**src/rtl/fnd_pkg.sv**
```systemverilog
// fnd_pkg: constants and types shared by the FND scan controller.
//   SEG_0 .. SEG_9, SEG_BLANK : 7-bit segment patterns, active-low, bit order gfedcba
//   fnd_state_e               : scan FSM state (blank interval / digit drive)
package fnd_pkg;

   localparam logic [6:0] SEG_0     = 7'b1000000;
   localparam logic [6:0] SEG_1     = 7'b1111001;
   localparam logic [6:0] SEG_2     = 7'b0100100;
   localparam logic [6:0] SEG_3     = 7'b0110000;
   localparam logic [6:0] SEG_4     = 7'b0011001;
   localparam logic [6:0] SEG_5     = 7'b0010010;
   localparam logic [6:0] SEG_6     = 7'b0000010;
   localparam logic [6:0] SEG_7     = 7'b1111000;
   localparam logic [6:0] SEG_8     = 7'b0000000;
   localparam logic [6:0] SEG_9     = 7'b0010000;
   localparam logic [6:0] SEG_BLANK = 7'b1111111;

   typedef enum logic {
      ST_BLANK = 1'b0,
      ST_DRIVE = 1'b1
   } fnd_state_e;

endpackage

```
**src/rtl/fnd_dec.sv**
```systemverilog
// fnd_dec: combinational BCD to 7-segment decoder.
//   bcd : 4-bit code; 0..9 map to digit glyphs, 10..15 map to all segments off
//   seg : segment pattern, active-low, bit order gfedcba
module fnd_dec
   import fnd_pkg::*;
(
   input  logic [3:0] bcd,
   output logic [6:0] seg
);

   always_comb begin
      case (bcd)
         4'd0:    seg = SEG_0;
         4'd1:    seg = SEG_1;
         4'd2:    seg = SEG_2;
         4'd3:    seg = SEG_3;
         4'd4:    seg = SEG_4;
         4'd5:    seg = SEG_5;
         4'd6:    seg = SEG_6;
         4'd7:    seg = SEG_7;
         4'd8:    seg = SEG_8;
         4'd9:    seg = SEG_9;
         default: seg = SEG_BLANK;
      endcase
   end

endmodule

```
**src/rtl/fnd_scan_ctrl.sv**
```systemverilog
// fnd_scan_ctrl: time-multiplexed scan controller for common-anode 7-segment digits
// sharing one segment bus. Each digit slot is SCAN_DIV cycles: BLANK_CYC cycles with
// every digit off (anti-ghosting), then the digit is driven. New values are committed
// to the display only at frame boundaries so a half-updated number is never shown.
//
// Ports:
//   clk, rst_n  : clock, asynchronous active-low reset
//   bcd_in      : packed BCD, digit k at [4k+3:4k], digit 0 least significant
//   dp_in       : decimal point request per digit, active-high
//   load        : one-cycle strobe capturing bcd_in/dp_in into the pending register
//   seg         : segment drive, active-low, gfedcba
//   dp_n        : decimal point drive, active-low
//   dig_sel_n   : digit enable, active-low, one-hot or all ones
//   frame_done  : one-cycle pulse when the last slot of a frame ends (commit cycle)
//
// Optional feature: define FND_LZB_EN to blank leading zeros (digit 0 and digits
// with a decimal point request are never blanked).
//
// Handshake: load is a plain strobe with no ready; it is accepted on every cycle it is
// high, and the last load before a commit is the one displayed.
module fnd_scan_ctrl
   import fnd_pkg::*;
#(
   parameter int NUM_DIGITS = 4,
   parameter int SCAN_DIV   = 50000,
   parameter int BLANK_CYC  = 16
) (
   input  logic                    clk,
   input  logic                    rst_n,
   input  logic [4*NUM_DIGITS-1:0] bcd_in,
   input  logic [NUM_DIGITS-1:0]   dp_in,
   input  logic                    load,
   output logic [6:0]              seg,
   output logic                    dp_n,
   output logic [NUM_DIGITS-1:0]   dig_sel_n,
   output logic                    frame_done
);

   localparam int IDX_W = $clog2(NUM_DIGITS);
   localparam int CNT_W = $clog2(SCAN_DIV);
   localparam logic [CNT_W-1:0] CNT_LAST       = CNT_W'(SCAN_DIV - 1);
   localparam logic [CNT_W-1:0] CNT_BLANK_LAST = CNT_W'(BLANK_CYC - 1);
   localparam logic [IDX_W-1:0] IDX_LAST       = IDX_W'(NUM_DIGITS - 1);

   fnd_state_e              state_q, state_d;
   logic [CNT_W-1:0]        cnt_q, cnt_d;
   logic [IDX_W-1:0]        idx_q, idx_d;
   logic [4*NUM_DIGITS-1:0] pend_bcd_q, pend_bcd_d;
   logic [NUM_DIGITS-1:0]   pend_dp_q, pend_dp_d;
   logic [4*NUM_DIGITS-1:0] disp_bcd_q, disp_bcd_d;
   logic [NUM_DIGITS-1:0]   disp_dp_q, disp_dp_d;
   logic [6:0]              seg_q, seg_d;
   logic                    dp_n_q, dp_n_d;
   logic [NUM_DIGITS-1:0]   dig_sel_n_q, dig_sel_n_d;
   logic                    frame_done_q, frame_done_d;

   logic                    frame_last;
   logic [3:0]              cur_code;
   logic                    cur_dp;
   logic [3:0]              dec_in;
   logic [6:0]              dec_seg;

   // Slot sequencer: counter runs 0..SCAN_DIV-1 every slot; the FSM only decides
   // whether the current digit is lit.
   always_comb begin
      state_d    = state_q;
      idx_d      = idx_q;
      frame_last = 1'b0;
      if (cnt_q == CNT_LAST) begin
         cnt_d = '0;
      end else begin
         cnt_d = cnt_q + CNT_W'(1);
      end
      case (state_q)
         ST_BLANK: begin
            if (cnt_q == CNT_BLANK_LAST) begin
               state_d = ST_DRIVE;
            end
         end
         ST_DRIVE: begin
            if (cnt_q == CNT_LAST) begin
               state_d = ST_BLANK;
               if (idx_q == IDX_LAST) begin
                  idx_d      = '0;
                  frame_last = 1'b1;
               end else begin
                  idx_d = idx_q + IDX_W'(1);
               end
            end
         end
         default: state_d = ST_BLANK;
      endcase
   end

   // Pending/display registers. The commit happens in the cycle frame_done is high;
   // a load in that same cycle bypasses the pending register so it is not lost.
   always_comb begin
      pend_bcd_d = pend_bcd_q;
      pend_dp_d  = pend_dp_q;
      disp_bcd_d = disp_bcd_q;
      disp_dp_d  = disp_dp_q;
      if (load) begin
         pend_bcd_d = bcd_in;
         pend_dp_d  = dp_in;
      end
      if (frame_done_q) begin
         if (load) begin
            disp_bcd_d = bcd_in;
            disp_dp_d  = dp_in;
         end else begin
            disp_bcd_d = pend_bcd_q;
            disp_dp_d  = pend_dp_q;
         end
      end
   end

   // Digit mux feeding the single shared decoder.
   always_comb begin
      cur_code = 4'hF;
      cur_dp   = 1'b0;
      for (int k = 0; k < NUM_DIGITS; k++) begin
         if (idx_q == IDX_W'(k)) begin
            cur_code = disp_bcd_q[4*k +: 4];
            cur_dp   = disp_dp_q[k];
         end
      end
   end

`ifdef FND_LZB_EN
   logic [NUM_DIGITS-1:0] lzb_mask;
   logic                  cur_lzb;

   // Walk from the most significant digit down; a zero digit stays blank while
   // everything above it is zero or an undisplayable code.
   always_comb begin
      logic lead;
      lead     = 1'b1;
      lzb_mask = '0;
      for (int k = NUM_DIGITS - 1; k >= 1; k--) begin
         if (lead && (disp_bcd_q[4*k +: 4] == 4'd0) && !disp_dp_q[k]) begin
            lzb_mask[k] = 1'b1;
         end
         if ((disp_bcd_q[4*k +: 4] != 4'd0) && (disp_bcd_q[4*k +: 4] < 4'd10)) begin
            lead = 1'b0;
         end
      end
   end

   always_comb begin
      cur_lzb = 1'b0;
      for (int k = 0; k < NUM_DIGITS; k++) begin
         if (idx_q == IDX_W'(k)) begin
            cur_lzb = lzb_mask[k];
         end
      end
   end

   assign dec_in = cur_lzb ? 4'hF : cur_code;
`else
   assign dec_in = cur_code;
`endif

   fnd_dec u_dec (
      .bcd (dec_in),
      .seg (dec_seg)
   );

   // Output registers: segments and selects update on the same edge.
   always_comb begin
      seg_d        = SEG_BLANK;
      dp_n_d       = 1'b1;
      dig_sel_n_d  = '1;
      frame_done_d = frame_last;
      if (state_q == ST_DRIVE) begin
         seg_d  = dec_seg;
         dp_n_d = ~cur_dp;
         for (int k = 0; k < NUM_DIGITS; k++) begin
            dig_sel_n_d[k] = (idx_q != IDX_W'(k));
         end
      end
   end

   always_ff @(posedge clk or negedge rst_n) begin
      if (!rst_n) begin
         state_q      <= ST_BLANK;
         cnt_q        <= '0;
         idx_q        <= '0;
         pend_bcd_q   <= '1;
         pend_dp_q    <= '0;
         disp_bcd_q   <= '1;
         disp_dp_q    <= '0;
         seg_q        <= SEG_BLANK;
         dp_n_q       <= 1'b1;
         dig_sel_n_q  <= '1;
         frame_done_q <= 1'b0;
      end else begin
         state_q      <= state_d;
         cnt_q        <= cnt_d;
         idx_q        <= idx_d;
         pend_bcd_q   <= pend_bcd_d;
         pend_dp_q    <= pend_dp_d;
         disp_bcd_q   <= disp_bcd_d;
         disp_dp_q    <= disp_dp_d;
         seg_q        <= seg_d;
         dp_n_q       <= dp_n_d;
         dig_sel_n_q  <= dig_sel_n_d;
         frame_done_q <= frame_done_d;
      end
   end

   assign seg        = seg_q;
   assign dp_n       = dp_n_q;
   assign dig_sel_n  = dig_sel_n_q;
   assign frame_done = frame_done_q;

endmodule

```
**config.mk**
```make
export PLATFORM = sky130hd
export DESIGN_NAME = fnd_scan_ctrl
export DESIGN_NICKNAME = d
export VERILOG_FILES = /design/src/rtl/fnd_pkg.sv /design/src/rtl/fnd_dec.sv /design/src/rtl/fnd_scan_ctrl.sv
export SDC_FILE = /design/constraint.sdc
export NUM_CORES = 1
export LEC_CHECK = 0
export CORE_UTILIZATION = 40
export DETAILED_ROUTE_END_ITERATION = 8
export PLACE_DENSITY_LB_ADDON = 0.2
export SYNTH_ARGS = -nofsm -noshare
export SYNTH_HDL_FRONTEND = slang
export SYNTH_SLANG_ARGS = --single-unit
```
**constraint.sdc**
```tcl
create_clock -name clk -period 2.3 [get_ports clk]
set_input_delay 0.345 -clock clk [delete_from_list [all_inputs] [get_ports clk]]
set_output_delay 0.345 -clock clk [all_outputs]
set_load 0.02 [all_outputs]
```
==> summary.txt, run 1 <==
Yosys
  • Ys flop type: dfstp_2
  • Syn nets: between 200 and 300
  • FF+latch count, synth: 72
  • Post-synth top area share: 0.367
  • Top area cells in the synthesized netlist: dfstp_2 37%, dfrtp_1 22%, mux2_2 14%
  • Mapped Area: between 3000 and 4000 um2
  • Post-synth top cells: 44 x dfstp_2, 39 x mux2_2, 28 x dfrtp_1, 18 x nand2_1, 17 x nor2_1
  • Synth area leader: dfstp_2
  • Most frequent cell after synthesis: dfstp_2
  • EDFF count, synth: 0
  • Seq/Total Area, Yosys: 0.590
  • Synth cell types: just over 40
  • Number of synthesis warnings: 0
  • Cells after Synth: 246
  • Fraction of registers with async set or reset after synthesis: 1.00
  • Avg Cell Area, Syn: 12.8 um2

Clocking
  • CTS tree: done
  • TritonCTS Buffers: 9
  • CTS HTree Levels: 3
  • Clk sink count: a little over 70
  • Clock slew seen by the registers of the worst setup and hold paths: about 80 ps
  • Clock buffer depth: 2
  • Root Driver: clkbuf_8
  • Clock latency on the worst-skew pair: ~340 ps

Routing
  • Iteration-0 DRC Markers: between 100 and 150
  • DRT Wirelength: 5700 um
  • Routed vias: roughly 2k
  • ANT nets after route: 0
  • Wire per inst: approximately 14 um
  • Via density: ~5.0
  • Residual DRC: 0
  • DRT Pass-1 Iters: 4

GRT
  • Largest net degree at the start of global routing: 36
  • Most used routing layer: met2
  • Met3 Use GR: 0.0337
  • Vias in the first global route: 2063
  • Met1 GRT Util: 0.222
  • Initial antenna violation count: 0
  • GR Util All Layers: 0.157
  • First-pass GRT wire length: between 10000 and 15000 um
  • Grt total ovfl: 0
  • Met2 Usage GRT: 0.229

Critical path
  • Crit path buffers/inverters: 2
  • CP Cell Sequence: inv_1 -> ha_2 -> buf_4 -> o21ai_1 -> a221o_1 -> or4_1 -> nand3_1
  • Worst path max stage delay: approximately 540 ps
  • Arr. time, crit path: ~2400 ps
  • Worst setup SP type: register
  • CP max FO: 9
  • Slowest CP cell: or4_1
  • CP delay by family, top: simple AND/OR/NAND/NOR gates
  • Worst endpoint required time: between 2000 and 3000 ps
  • CP endpoint kind: register
  • WS Path Type: reg2reg

Floorplan
  • Rows: 31
  • Starting Density: 0.423
  • Die X: around 91 um
  • Die area: between 8000 and 9000 um2
  • Die height: around 91 um
  • Core box area: between 7000 and 8000 um2
  • # IOs: 36

STA
  • Max Slew Vio Count: 0
  • Final min period: ~2200 ps
  • Setup TNS Final: 0 ps
  • Skew final: approximately 8.9 ps
  • Final hold vios: 0
  • Relative slew slack: 0.620
  • RSZ-0062 raised after global routing: no
  • Worst Tran Pin Value: approximately 570 ps
  • Final period utilization: 0.939
  • Peak Freq: around 0.46 GHz
  • Final setup viols: 0

Layout
  • Layout area overhead: 23.3%
  • Final net count: between 300 and 400
  • Antenna cells: 0
  • Fraction of layout cells with a size suffix above 1: 0.415

Power
  • Power density cells: just under 600 nW/um2
  • Total power: 2.30 mW
  • Leakage power: approximately 1.6 nW
  • Peak supply drop: ~240 uV

Placement
  • GP Congestion: 0.796
  • IO Port Bufs: 35
  • Post-DP HPWL: about 3900 um

Hold path
  • Hold Path Class: in2async

Job
  • Max-Cap Viols: 0

Run status
  • Status: complete, no violations
-- sequential cells by signal, indices dropped and copies added, names as in the netlist --
| name | flops |
|---|---|
| disp_bcd_q | 16 |
| frame_done | 1 |
| seg | 7 |
| pend_bcd_q | 16 |
| dig_sel_n | 4 |
| state_q | 1 |
| disp_dp_q | 4 |
| pend_dp_q | 4 |
| cnt_q | 16 |
| idx_q | 2 |
| dp_n | 1 |
-- report_power, final --
| group | total (mW) | switching [mW] | internal (mW) |
|---|---|---|---|
| registers | 1.33 | 0.00778 | 1.32 |
| clock network | 0.846 | 0.432 | 0.414 |
| logic | 0.123 | 0.0542 | 0.0690 |
-- metrics by stage --
| step | setup WS (ps) | hold slack [ps] | util | instances | cell area (um2) |
|---|---|---|---|---|---|
| floorplan | 322 | 49.4 | - | 246 | 3150 |
| global placement | 167 | 374 | 0.489 | 379 | 3640 |
| detailed placement | 107 | 375 | 0.489 | 379 | 3640 |
| CTS | 77.1 | 6.00 | 0.511 | 395 | 3810 |
| global route | 13.5 | 28.2 | 0.521 | 398 | 3880 |
| finish | 141 | 0.454 | 0.521 | 398 | 3880 |
-- cells in the final DEF (no fill, tap or decap), types with 4 or more instances in the layout --
cell             count
xor2_1               5
buf_4               11
o21ai_0              7
dfstp_2             44
clkinv_2             4
ha_2                 4
nand2_1             18
nand3_1              8
dfrtp_1             28
a21oi_1              5
nor2_1              17
inv_1                8
mux2_2              39
clkdlybuf4s50_1     34
xnor2_1              9
clkbuf_8            10
-- routing by layer --
| layer | wire, um | part of all wire |
|---|---|---|
| met3 | 227 | 0.040 |
| met5 | 0 | 0 |
| met4 | 85 | 0.015 |
| met1 | 2830 | 0.50 |
| met2 | 2560 | 0.45 |
-- cell families (layout without fill, tap and decap cells) --
| kind of cell | count (synthesis) | in the layout | synth area share |
|---|---|---|---|
| xor+xnor | 14 | 14 | 0.0390 |
| simple gates | 66 | 66 | 0.106 |
| mux | 39 | 39 | 0.140 |
| fa+ha+maj | 6 | 6 | 0.0238 |
| flops | 72 | 72 | 0.590 |
| buf+inv | 18 | 71 | 0.0270 |
| compound gates | 31 | 31 | 0.0747 |
-- final timing paths --
kind | start | end | slack, ps | cells after the start
max | idx_q[1] | seg[3] | 140 | 7
min | rst_n | cnt_q[0] | 0.5 | 1
max reg2reg | idx_q[1] | seg[3] | 140 | 7
min reg2reg | cnt_q[0] | cnt_q[0] | 480 | 1
max in group asynchronous | rst_n | seg[0] | 1620 | 2
min in group clk | cnt_q[0] | cnt_q[0] | 480 | 1
-- layout make-up --
class | instances | area (um2)
clock buffers | 12 | 145
well taps | 99 | 124
flip-flops and latches | 72 | 1860
repair buffers | 47 | 448
multi-input cells | 156 | 1260
clock inverters | 4 | 20.0
inverters | 8 | 30.0
fillers | 682 | 3560
-- worst register-to-register path, cell delays in order, from the launching register on --
cell and delay, ps:
dfrtp_1 410, inv_1 110, ha_2 240, buf_4 150, o21ai_1 70, a221o_1 460
or4_1 540, nand3_1 110
-- what timing repair did --
| item | in CTS | in global routing |
|---|---|---|
| buffers inserted | 0 | 3 |
| hold endpoints to repair | 0 | 0 |
| endpoints found under the setup margin | 0 | 7 |
| gates resized for setup | 0 | 11 |
| hold buffers | 0 | 0 |
(Power assumes the default switching activity.)
==> inputs of run 2 (changes only) <==
==> constraint.sdc (replaced) <==
create_clock -name clk -period 1.95 [get_ports clk]
set_input_delay 0.2925 -clock clk [delete_from_list [all_inputs] [get_ports clk]]
set_output_delay 0.2925 -clock clk [all_outputs]
set_load 0.02 [all_outputs]
==> summary.txt, run 2 (synthesized netlist as in run 1, its figures left out) <==
Critical path
  • Crit path buffers/inverters: 3
  • Arr. time, crit path: 2290 ps
  • CP max FO: 5
  • Worst setup SP type: register
  • CP endpoint kind: register
  • WS Path Type: reg2reg
  • Worst path max stage delay: roughly 490 ps
  • Worst R2R Path Depth: 8
  • Critical R2R Capture: seg[3]
  • R2r setup slk: -60 ps
  • Slowest CP cell: or4_1
  • CP delay by family, top: simple AND/OR/NAND/NOR gates
  • Worst R2R Start: idx_q[0]
  • CP Cell Sequence: inv_2 -> buf_6 -> ha_4 -> buf_6 -> nor2_2 -> a221o_1 -> or4_1 -> nand3_1
  • Cell mode on critical path: buf_6
  • Crit path depth: 8
  • Worst endpoint required time: 2230 ps
  • CP endpoint: seg[3]
  • Crit path from: idx_q[0]

Clocking
  • Root Driver: clkbuf_8
  • CTS tree: done
  • Clk sink count: 72
  • Clock latency on the worst-skew pair: between 300 and 400 ps
  • Clock buffer depth: 2
  • CTS HTree Levels: 3
  • Clock slew seen by the registers of the worst setup and hold paths: 70 ps
  • TritonCTS Buffers: 9

STA
  • Final period utilization: 1.03
  • Peak Freq: a little under 0.5 GHz
  • Max Slew Vio Count: 0
  • Final setup viols: 4
  • Hold slack final: around 490 ps
  • Fin worst setup slack: -64.2 ps
  • Relative slew slack: 0.670
  • RSZ-0062 raised after global routing: yes
  • Final hold vios: 0
  • Skew final: ~7.0 ps
  • Worst Tran Pin Value: 496 ps
  • Final min period: 2010 ps

Placement
  • Post-DP HPWL: between 3000 and 4000 um
  • GP Congestion: 0.777
  • IO Port Bufs: 35

Run status
  • Status: finished with violations
  • Failing checks: negative setup slack

Routing
  • Routed wl met2: ~2700 um
  • Wire per inst: around 14 um
  • Via density: around 4.9
  • Iteration-0 DRC Markers: between 80 and 90
  • Routed vias: ~2.1k
  • Wl on met1: 2760 um
  • Residual DRC: 0
  • ANT nets after route: 0
  • Metal3 WL: between 150 and 200 um
  • DR top layer: met4
  • DRT Wirelength: approximately 5800 um
  • DRT Pass-1 Iters: 4

Floorplan
  • Starting Density: 0.423
  • Die area: roughly 8000 um2
  • Die X: 90.7 um
  • Core box area: 7450 um2
  • # IOs: 36
  • Die height: between 90 and 100 um
  • Rows: 31

GRT
  • Vias in the first global route: 2060
  • Largest net degree at the start of global routing: 73
  • Grt total ovfl: 0
  • GR Util All Layers: 0.158
  • Initial antenna violation count: 0
  • First-pass GRT wire length: between 10000 and 15000 um

Power
  • Internal cell power: 2.17 mW
  • Total power: approximately 2.7 mW
  • Combinational power share: 0.054
  • Psw: around 0.55 mW
  • Peak supply drop: 254 uV
  • Leakage power: between 1.5 and 2 nW
  • Switching part of the total: 0.203
  • Clock share of power: 0.370
  • Register share of total power: 0.576
  • Power density cells: 641 nW/um2

Layout
  • Commonest non-fill, non-tap cells in the layout: 44 x dfstp_2, 39 x mux2_2, 34 x clkdlybuf4s50_1, 28 x dfrtp_1, 23 x buf_4
  • Layout area overhead: 35.1%
  • Largest registers in the final layout: cnt_q x16, disp_bcd_q x16, pend_bcd_q x16
  • Fillers: between 600 and 700
  • Final net count: 346
  • Most common cell after layout, fill and taps aside: dfstp_2
  • Fraction of layout cells with a size suffix above 1: 0.492
  • Antenna cells: 0

Hold path
  • Hold Path Stages: 1
  • Hold_sp: cnt_q[0]
  • Hold Path Class: reg2reg

Job
  • Max-Cap Viols: 0
==> run 2: worst min-delay path by stage <==
stage	slack, ps	to
5_1_grt	520	pend_dp_q[0]
4_1_cts	500	cnt_q[0]
6_report	490	cnt_q[0]
3_3_place_gp	350	frame_done
2_1_floorplan	-3	cnt_q[0]
3_5_place_dp	350	frame_done
==> run 2: power by group through the flow <==
stage	registers [mW]	clock network [mW]	logic, mW
finish	1.57	1.01	0.146
global route	1.57	1.11	0.162
CTS	1.57	1.05	0.151
detailed placement	1.60	0	0.149
global placement	1.59	0	0.148
floorplan	1.59	0	0.0580
==> run 2: worst register-to-register path, stage by stage, from the launching register on <==
cell	delay, ps
dfrtp_1	430
inv_2	110
buf_6	100
ha_4	150
buf_6	140
nor2_2	50
a221o_1	410
or4_1	490
nand3_1	80
==> run 2: final cells by class <==
cell class	instances	area [um2]	share of cell area
sequential	72	1860	0.437
multi-input combinational	156	1410	0.331
timing repair buffer	70	669	0.157
clock buffer	15	166	0.0391
tap	99	124	0.0291
inverter	8	30.0	0.00706
==> run 2: per-layer routing <==
metal	global-route usage	up-vias
met1	0.209	1000
li1	-	1014
met3	0.0387	10
met4	0.0766	0
met2	0.241	36
met5	0	-
==> run 2: metrics by stage <==
step	cell area [um2]	cells	setup TNS [ps]	setup WS, ps	utilization
after floorplan	3150	246	0	1.51	-
after global placement	3780	395	-337	-101	0.508
after detailed placement	3780	395	-644	-137	0.508
after CTS	4150	419	-75.5	-22.3	0.557
after global routing	4250	420	-882	-175	0.571
final	4250	420	-160	-64.2	0.571
==> run 2: timing repair <==
item	in CTS	in global routing
buffers inserted	9	1
hold buffers	1	0
gates resized for setup	28	20
pin swaps	14	7
hold endpoints to repair	28	0
setup endpoints to repair	7	7
==> RTL edit 1: new RTL, flow settings as in run 2 <==
Set the parameter `NUM_DIGITS` to 8 (it was 4).
--- a/src/rtl/fnd_scan_ctrl.sv
+++ b/src/rtl/fnd_scan_ctrl.sv
@@ -21,7 +21,7 @@
 module fnd_scan_ctrl
    import fnd_pkg::*;
 #(
-   parameter int NUM_DIGITS = 4,
+   parameter int NUM_DIGITS = 8,
    parameter int SCAN_DIV   = 50000,
    parameter int BLANK_CYC  = 16
 ) (
Interface: changed (resized bcd_in, dig_sel_n and dp_in); port bits go from 36 to 60. No check against the original RTL was run, so the function may have changed too.
==> RTL edit 1 against run 2 <==
The flow still finishes with violations (setup timing). Power rose by 120%. Worst hold slack got worse by 49 ps. Synthesized area rose by 64%. Cell area rose by 64%. Sequential cell count rose by 45. Count of clock-buffer cells in the layout rose by 3. Sequential share of layout area fell by 0.26 points. Global-route usage rose by 1.9 points. Critical path depth rose by 1. Wire length rose by 80%. Setup slack got worse by 160 ps. Critical path type unchanged. Largest cell class unchanged.
==> RTL edit 1: results <==
[route]
via_per_inst = 4.98
wire_per_inst_um = 15.4
drtPass1Iterations = 4
drtIter0Drc = 128

[setup_path]
cp_max_fo = 8
reg2reg_from = "idx_q[0]$_DFFE_PN0P_"
arrival_ps = 2490
cp-start-kind = "flop"

[power_and_ir_drop]
internal-power_mw = 4.64
irDropWorstVdd_mv = 0.610
leakage_nw = 2.86

[yosys]
avgSynthCellArea_um2 = 12.8
synth_area_leaders = "dfstp_2 41%, dfrtp_1 18%, mux2_2 17%, ha_1 1.9%, xor2_1 1.9%"
synth_warnings = 0
ys_seq_area_share_pct = 58.7
async_reset_ff_share_pct = 100
ys_top_cells_by_count = "80 x dfstp_2, 76 x mux2_2, 37 x dfrtp_1"
syn_nets = 455
synthDistinctLibCells = 53

[sta]
setup_violations = 7
tightest_slew_ps = 586
layout_setup_ws_ps = -220
skew_ps = 10.4

[outcome]
status = "finished, violations left"
violations = "setup timing"

[grt]
grt_pass1_vias = 3464
antenna_found_initial = 0
grt_usage_pct = 17.6
grt_pass1_wl_um = 17500
grt_max_degree = 118

[min_path]
worstHoldStart = "load"
hold_class = "in -> reg"

[clock_network]
cts_buffers = 17
h-tree-depth = 4
max-clock-path-buffers = 2
clk_pin_slew_ps = 60
clock-root-buffer = "clkbuf_16"
clk_latency_ps = 420

[layout]
layout.nets = 544
reg_top3 = "disp_bcd_q x32, pend_bcd_q x32, cnt_q x16"
layoutNonFillerInstCount = 678
drive_above_1_share_pct = 51.8
diodes = 0

[placement]
place_ws_ps = -323
place_inst = 642
finalWeightedCongestion = 0.844
dpl.hpwl_um = 6960
place.port_buffers = 59
## RTL edit 1: path summary, 6_finish.rpt
| path | to | slack, ps | depth (start not counted) |
|---|---|---|---|
| max | seg[0]$_DFF_PN1_ | -220 | 9 |
| max reg2reg | seg[0]$_DFF_PN1_ | -220 | 9 |
| min reg2reg | cnt_q[0]$_DFF_PN0_ | 480 | 1 |
| max in group asynchronous | idx_q[1]$_DFFE_PN0P_ | 980 | 3 |
| min in group asynchronous | pend_dp_q[7]$_DFF_PN0_ | 540 | 3 |
| min | pend_dp_q[6]$_DFF_PN0_ | 450 | 3 |
## RTL edit 1: per-layer routing
metal  GRT usage (%)  wire length, µm  part of all wire (%)  up-vias
met5               0                0                     0        -
met4            8.23              140                   1.3        0
met3            4.71              433                   4.2       12
met2            27.1             5110                    49       64
met1            23.3             4740                    45     1699
li1                -                -                     -     1602
## RTL edit 1: kinds of logic after synthesis
group                      share of synthesized area (%)
and+or+nand+nor                                     9.10
muxes                                               16.8
adders and majority gates                           1.94
DFF                                                 58.7
AOI/OAI and AO/OA                                   8.13
xor gates and xnor gates                            2.55
buffers and inverters                               2.81
## RTL edit 1: layout make-up
| type | count | area, µm² |
|---|---|---|
| multi-input combinational | 253 | 2220 |
| clock inverter | 14 | 154 |
| fill | 1088 | 5640 |
| sequential | 117 | 3030 |
| inverter | 14 | 57.6 |
| clock buffer | 18 | 439 |
| tap | 172 | 215 |
| timing repair buffer | 90 | 871 |
## RTL edit 1: per-stage QoR
step | cell area (µm²) | setup TNS (ps)
3_5_place_dp | 6140 | -2040
5_1_grt | 6980 | -2100
3_3_place_gp | 6140 | -1350
6_report | 6980 | -1330
2_1_floorplan | 5210 | -491
4_1_cts | 6890 | -1550
## RTL edit 1: power by group through the flow
stage | registers, mW | logic, mW | clock network, mW
final | 2.58 | 0.278 | 3.05
after floorplan | 2.61 | 0.116 | 0
after detailed placement | 2.62 | 0.281 | 0
after CTS | 2.59 | 0.285 | 3.13
after global placement | 2.62 | 0.276 | 0
after global routing | 2.59 | 0.306 | 3.25
## RTL edit 1: worst max-delay path: stages, from the launching register on
cell      delay [ps]
dfrtp_2          470
ha_4             190
ha_4             180
or3b_4           390
o221ai_2         130
a21o_1           150
a21oi_4           80
buf_6            150
a211oi_4         220
a22oi_1          120
## RTL edit 1: repair_timing
action	in CTS	in global routing
gates cloned	0	0
gates resized for setup	23	20
endpoints found under the hold margin	18	0
endpoints found under the setup margin	7	8
hold buffers	1	0
pin swaps	17	16
buffers inserted	2	1
==> RTL edit 2: new RTL, settings of run 2 <==
Made on the original files. Put one more register stage on the output `seg`, cleared by the reset. The value now appears one clock later. The other outputs are not delayed to match.
--- a/src/rtl/fnd_scan_ctrl.sv
+++ b/src/rtl/fnd_scan_ctrl.sv
@@ -42,6 +42,8 @@
    localparam logic [CNT_W-1:0] CNT_BLANK_LAST = CNT_W'(BLANK_CYC - 1);
    localparam logic [IDX_W-1:0] IDX_LAST       = IDX_W'(NUM_DIGITS - 1);
 
+   logic [6:0] seg_c;
+
    fnd_state_e              state_q, state_d;
    logic [CNT_W-1:0]        cnt_q, cnt_d;
    logic [IDX_W-1:0]        idx_q, idx_d;
@@ -208,10 +210,18 @@
       end
    end
 
-   assign seg        = seg_q;
+   assign seg_c      = seg_q;
    assign dp_n       = dp_n_q;
    assign dig_sel_n  = dig_sel_n_q;
    assign frame_done = frame_done_q;
 
+   always_ff @(posedge clk or negedge rst_n) begin
+      if (!rst_n) begin
+         seg <= '0;
+      end else begin
+         seg <= seg_c;
+      end
+   end
+
 endmodule
 
Behaviour: not the same (a bounded check fails within 4 cycles, from zero or initial values and one cycle with rst_n low).
==> RTL edit 2 against run 2 <==
The flow still finishes with violations (setup timing). Final cell count grew 1.2%. Cell area rose by 2.9%. Sequential power increased by 9%. Setup slack gained 8.7 ps. Sequential share of layout area is 2.8 points higher. Sequential cell count is 7 higher. Synthesized area grew 5.6%. Non-clock buffer count is 6 lower. Clock power is 21% higher. Wire length up 5.6%. Power up 13%. Critical endpoint is now seg_c[3]$_DFF_PN1_. Largest cell class unchanged.
==> RTL edit 2: results <==
[outcome]
status = "finished, violations left"
violations = "setup timing"

[clock_network]
clk_pin_slew_ps = 70
clock-root-buffer = "clkbuf_8"

[route]
via_per_inst = 4.96
top_layer = "met4"
wl_met1_um = 2860
wire_per_inst_um = 14.4
drtIter0Drc = 75
wl_met2_um = 2920
wl_met3_um = 251

[placement]
dpl.hpwl_um = 4010
place_ws_ps = -158
finalWeightedCongestion = 0.814

[yosys]
ys_seq_area_share_pct = 61.1
synthDistinctLibCells = 41
syn_nets = 282
ys_top_cells_by_count = "44 x dfstp_2, 39 x mux2_2, 35 x dfrtp_1"
synth_area_leaders = "dfstp_2 35%, dfrtp_1 26%, mux2_2 13%, xnor2_1 2.4%, ha_1 2.3%"

[setup_path]
critPathCapture = "seg_c[3]$_DFF_PN1_"
reg2reg_from = "idx_q[0]$_DFFE_PN0P_"
critPathKind = "reg -> reg"
cp_max_fo = 4

[min_path]
hold_class = "reg -> reg"

[layout]
reg_top3 = "cnt_q x16, disp_bcd_q x16, pend_bcd_q x16"
drive_above_1_share_pct = 46.7
layout.nets = 347
diodes = 0

[power_and_ir_drop]
leakage_nw = 1.87
irDropWorstVdd_mv = 0.312

[sta]
layout_setup_ws_ps = -55.5
skew_ps = 8.78
slew_headroom_pct = 66.6
setup_violations = 2
fin_setup_tns_ps = -75.2

[grt]
overflow = 0
grt_pass1_wl_um = 10400
grt_pass1_vias = 2174
grt_usage_pct = 15.9
grt_max_degree = 41
==> RTL edit 2: timing repair <==
item / 4_1_cts / 5_1_grt
hold buffers: 1 / 0
endpoints found under the setup margin: 7 / 8
endpoints found under the hold margin: 14 / 0
gates resized for setup: 24 / 13
setup buffers: 5 / 0
pin swaps: 11 / 4
==> RTL edit 2: cell type report <==
cell class	instances	area [µm²]
inverter	8	32.5
clock buffer	12	155
clock inverter	4	45.0
sequential	79	2030
multi-input combinational	156	1380
fill	666	3510
timing repair buffer	64	608
tap	102	128
==> RTL edit 2: worst max-delay path, cell delays in order (launching register included) <==
cell	delay, ps
dfrtp_2	450
inv_4	90
ha_4	150
buf_6	90
and2b_1	130
o21ai_2	60
a221o_1	350
or4_4	540
nand3_2	80
==> RTL edit 2: layer usage <==
layer / vias to the layer above / GRT usage (%)
li1: 1020 / -
met3: 9 / 4.31
met5: - / 0
met1: 1037 / 20.6
met4: 0 / 7.69
met2: 43 / 24.8
==> RTL edit 2: worst min path at each step <==
stage	start	to	slack, ps	cells after the start
floorplan	rst_n	cnt_q[0]$_DFF_PN0_	-3	0
global placement	rst_n	seg[1]$_DFF_PN0_	300	1
detailed placement	rst_n	seg[3]$_DFF_PN0_	300	1
CTS	seg_c[3]$_DFF_PN1_	seg[3]$_DFF_PN0_	390	0
global route	seg_c[6]$_DFF_PN1_	seg[6]$_DFF_PN0_	390	0
finish	seg_c[3]$_DFF_PN1_	seg[3]$_DFF_PN0_	390	0
==> RTL edit 2: logic make-up (layout without fill, tap and decap cells) <==
| kind of cell | count (synthesis) | after routing | synth area share, % |
|---|---|---|---|
| flip-flops | 79 | 79 | 61.1 |
| AO/OA/AOI/OAI | 31 | 31 | 7.08 |
| AND/OR/NAND/NOR | 66 | 66 | 10.1 |
| adder cells (fa/ha/maj) | 6 | 6 | 2.26 |
| multiplexers | 39 | 39 | 13.2 |
| XOR/XNOR | 14 | 14 | 3.69 |
| buffers and inverters | 18 | 88 | 2.56 |
==> RTL edit 2: report_power, final <==
part | switching (mW) | leakage, nW | internal, mW | total, mW
Combinational | 0.0668 | 0.852 | 0.0850 | 0.152
Sequential | 0.00880 | 0.912 | 1.71 | 1.71
Clock | 0.563 | 0.106 | 0.655 | 1.22
Total | 0.639 | 1.87 | 2.45 | 3.08
==> RTL edit 2: through the flow <==
stage	util (%)	cells	cell area, µm²
4_1_cts	54.8	426	4330
2_1_floorplan	-	253	3330
6_report	55.5	425	4380
5_1_grt	55.5	425	4380
3_5_place_dp	50.2	405	3960
3_3_place_gp	50.2	405	3960
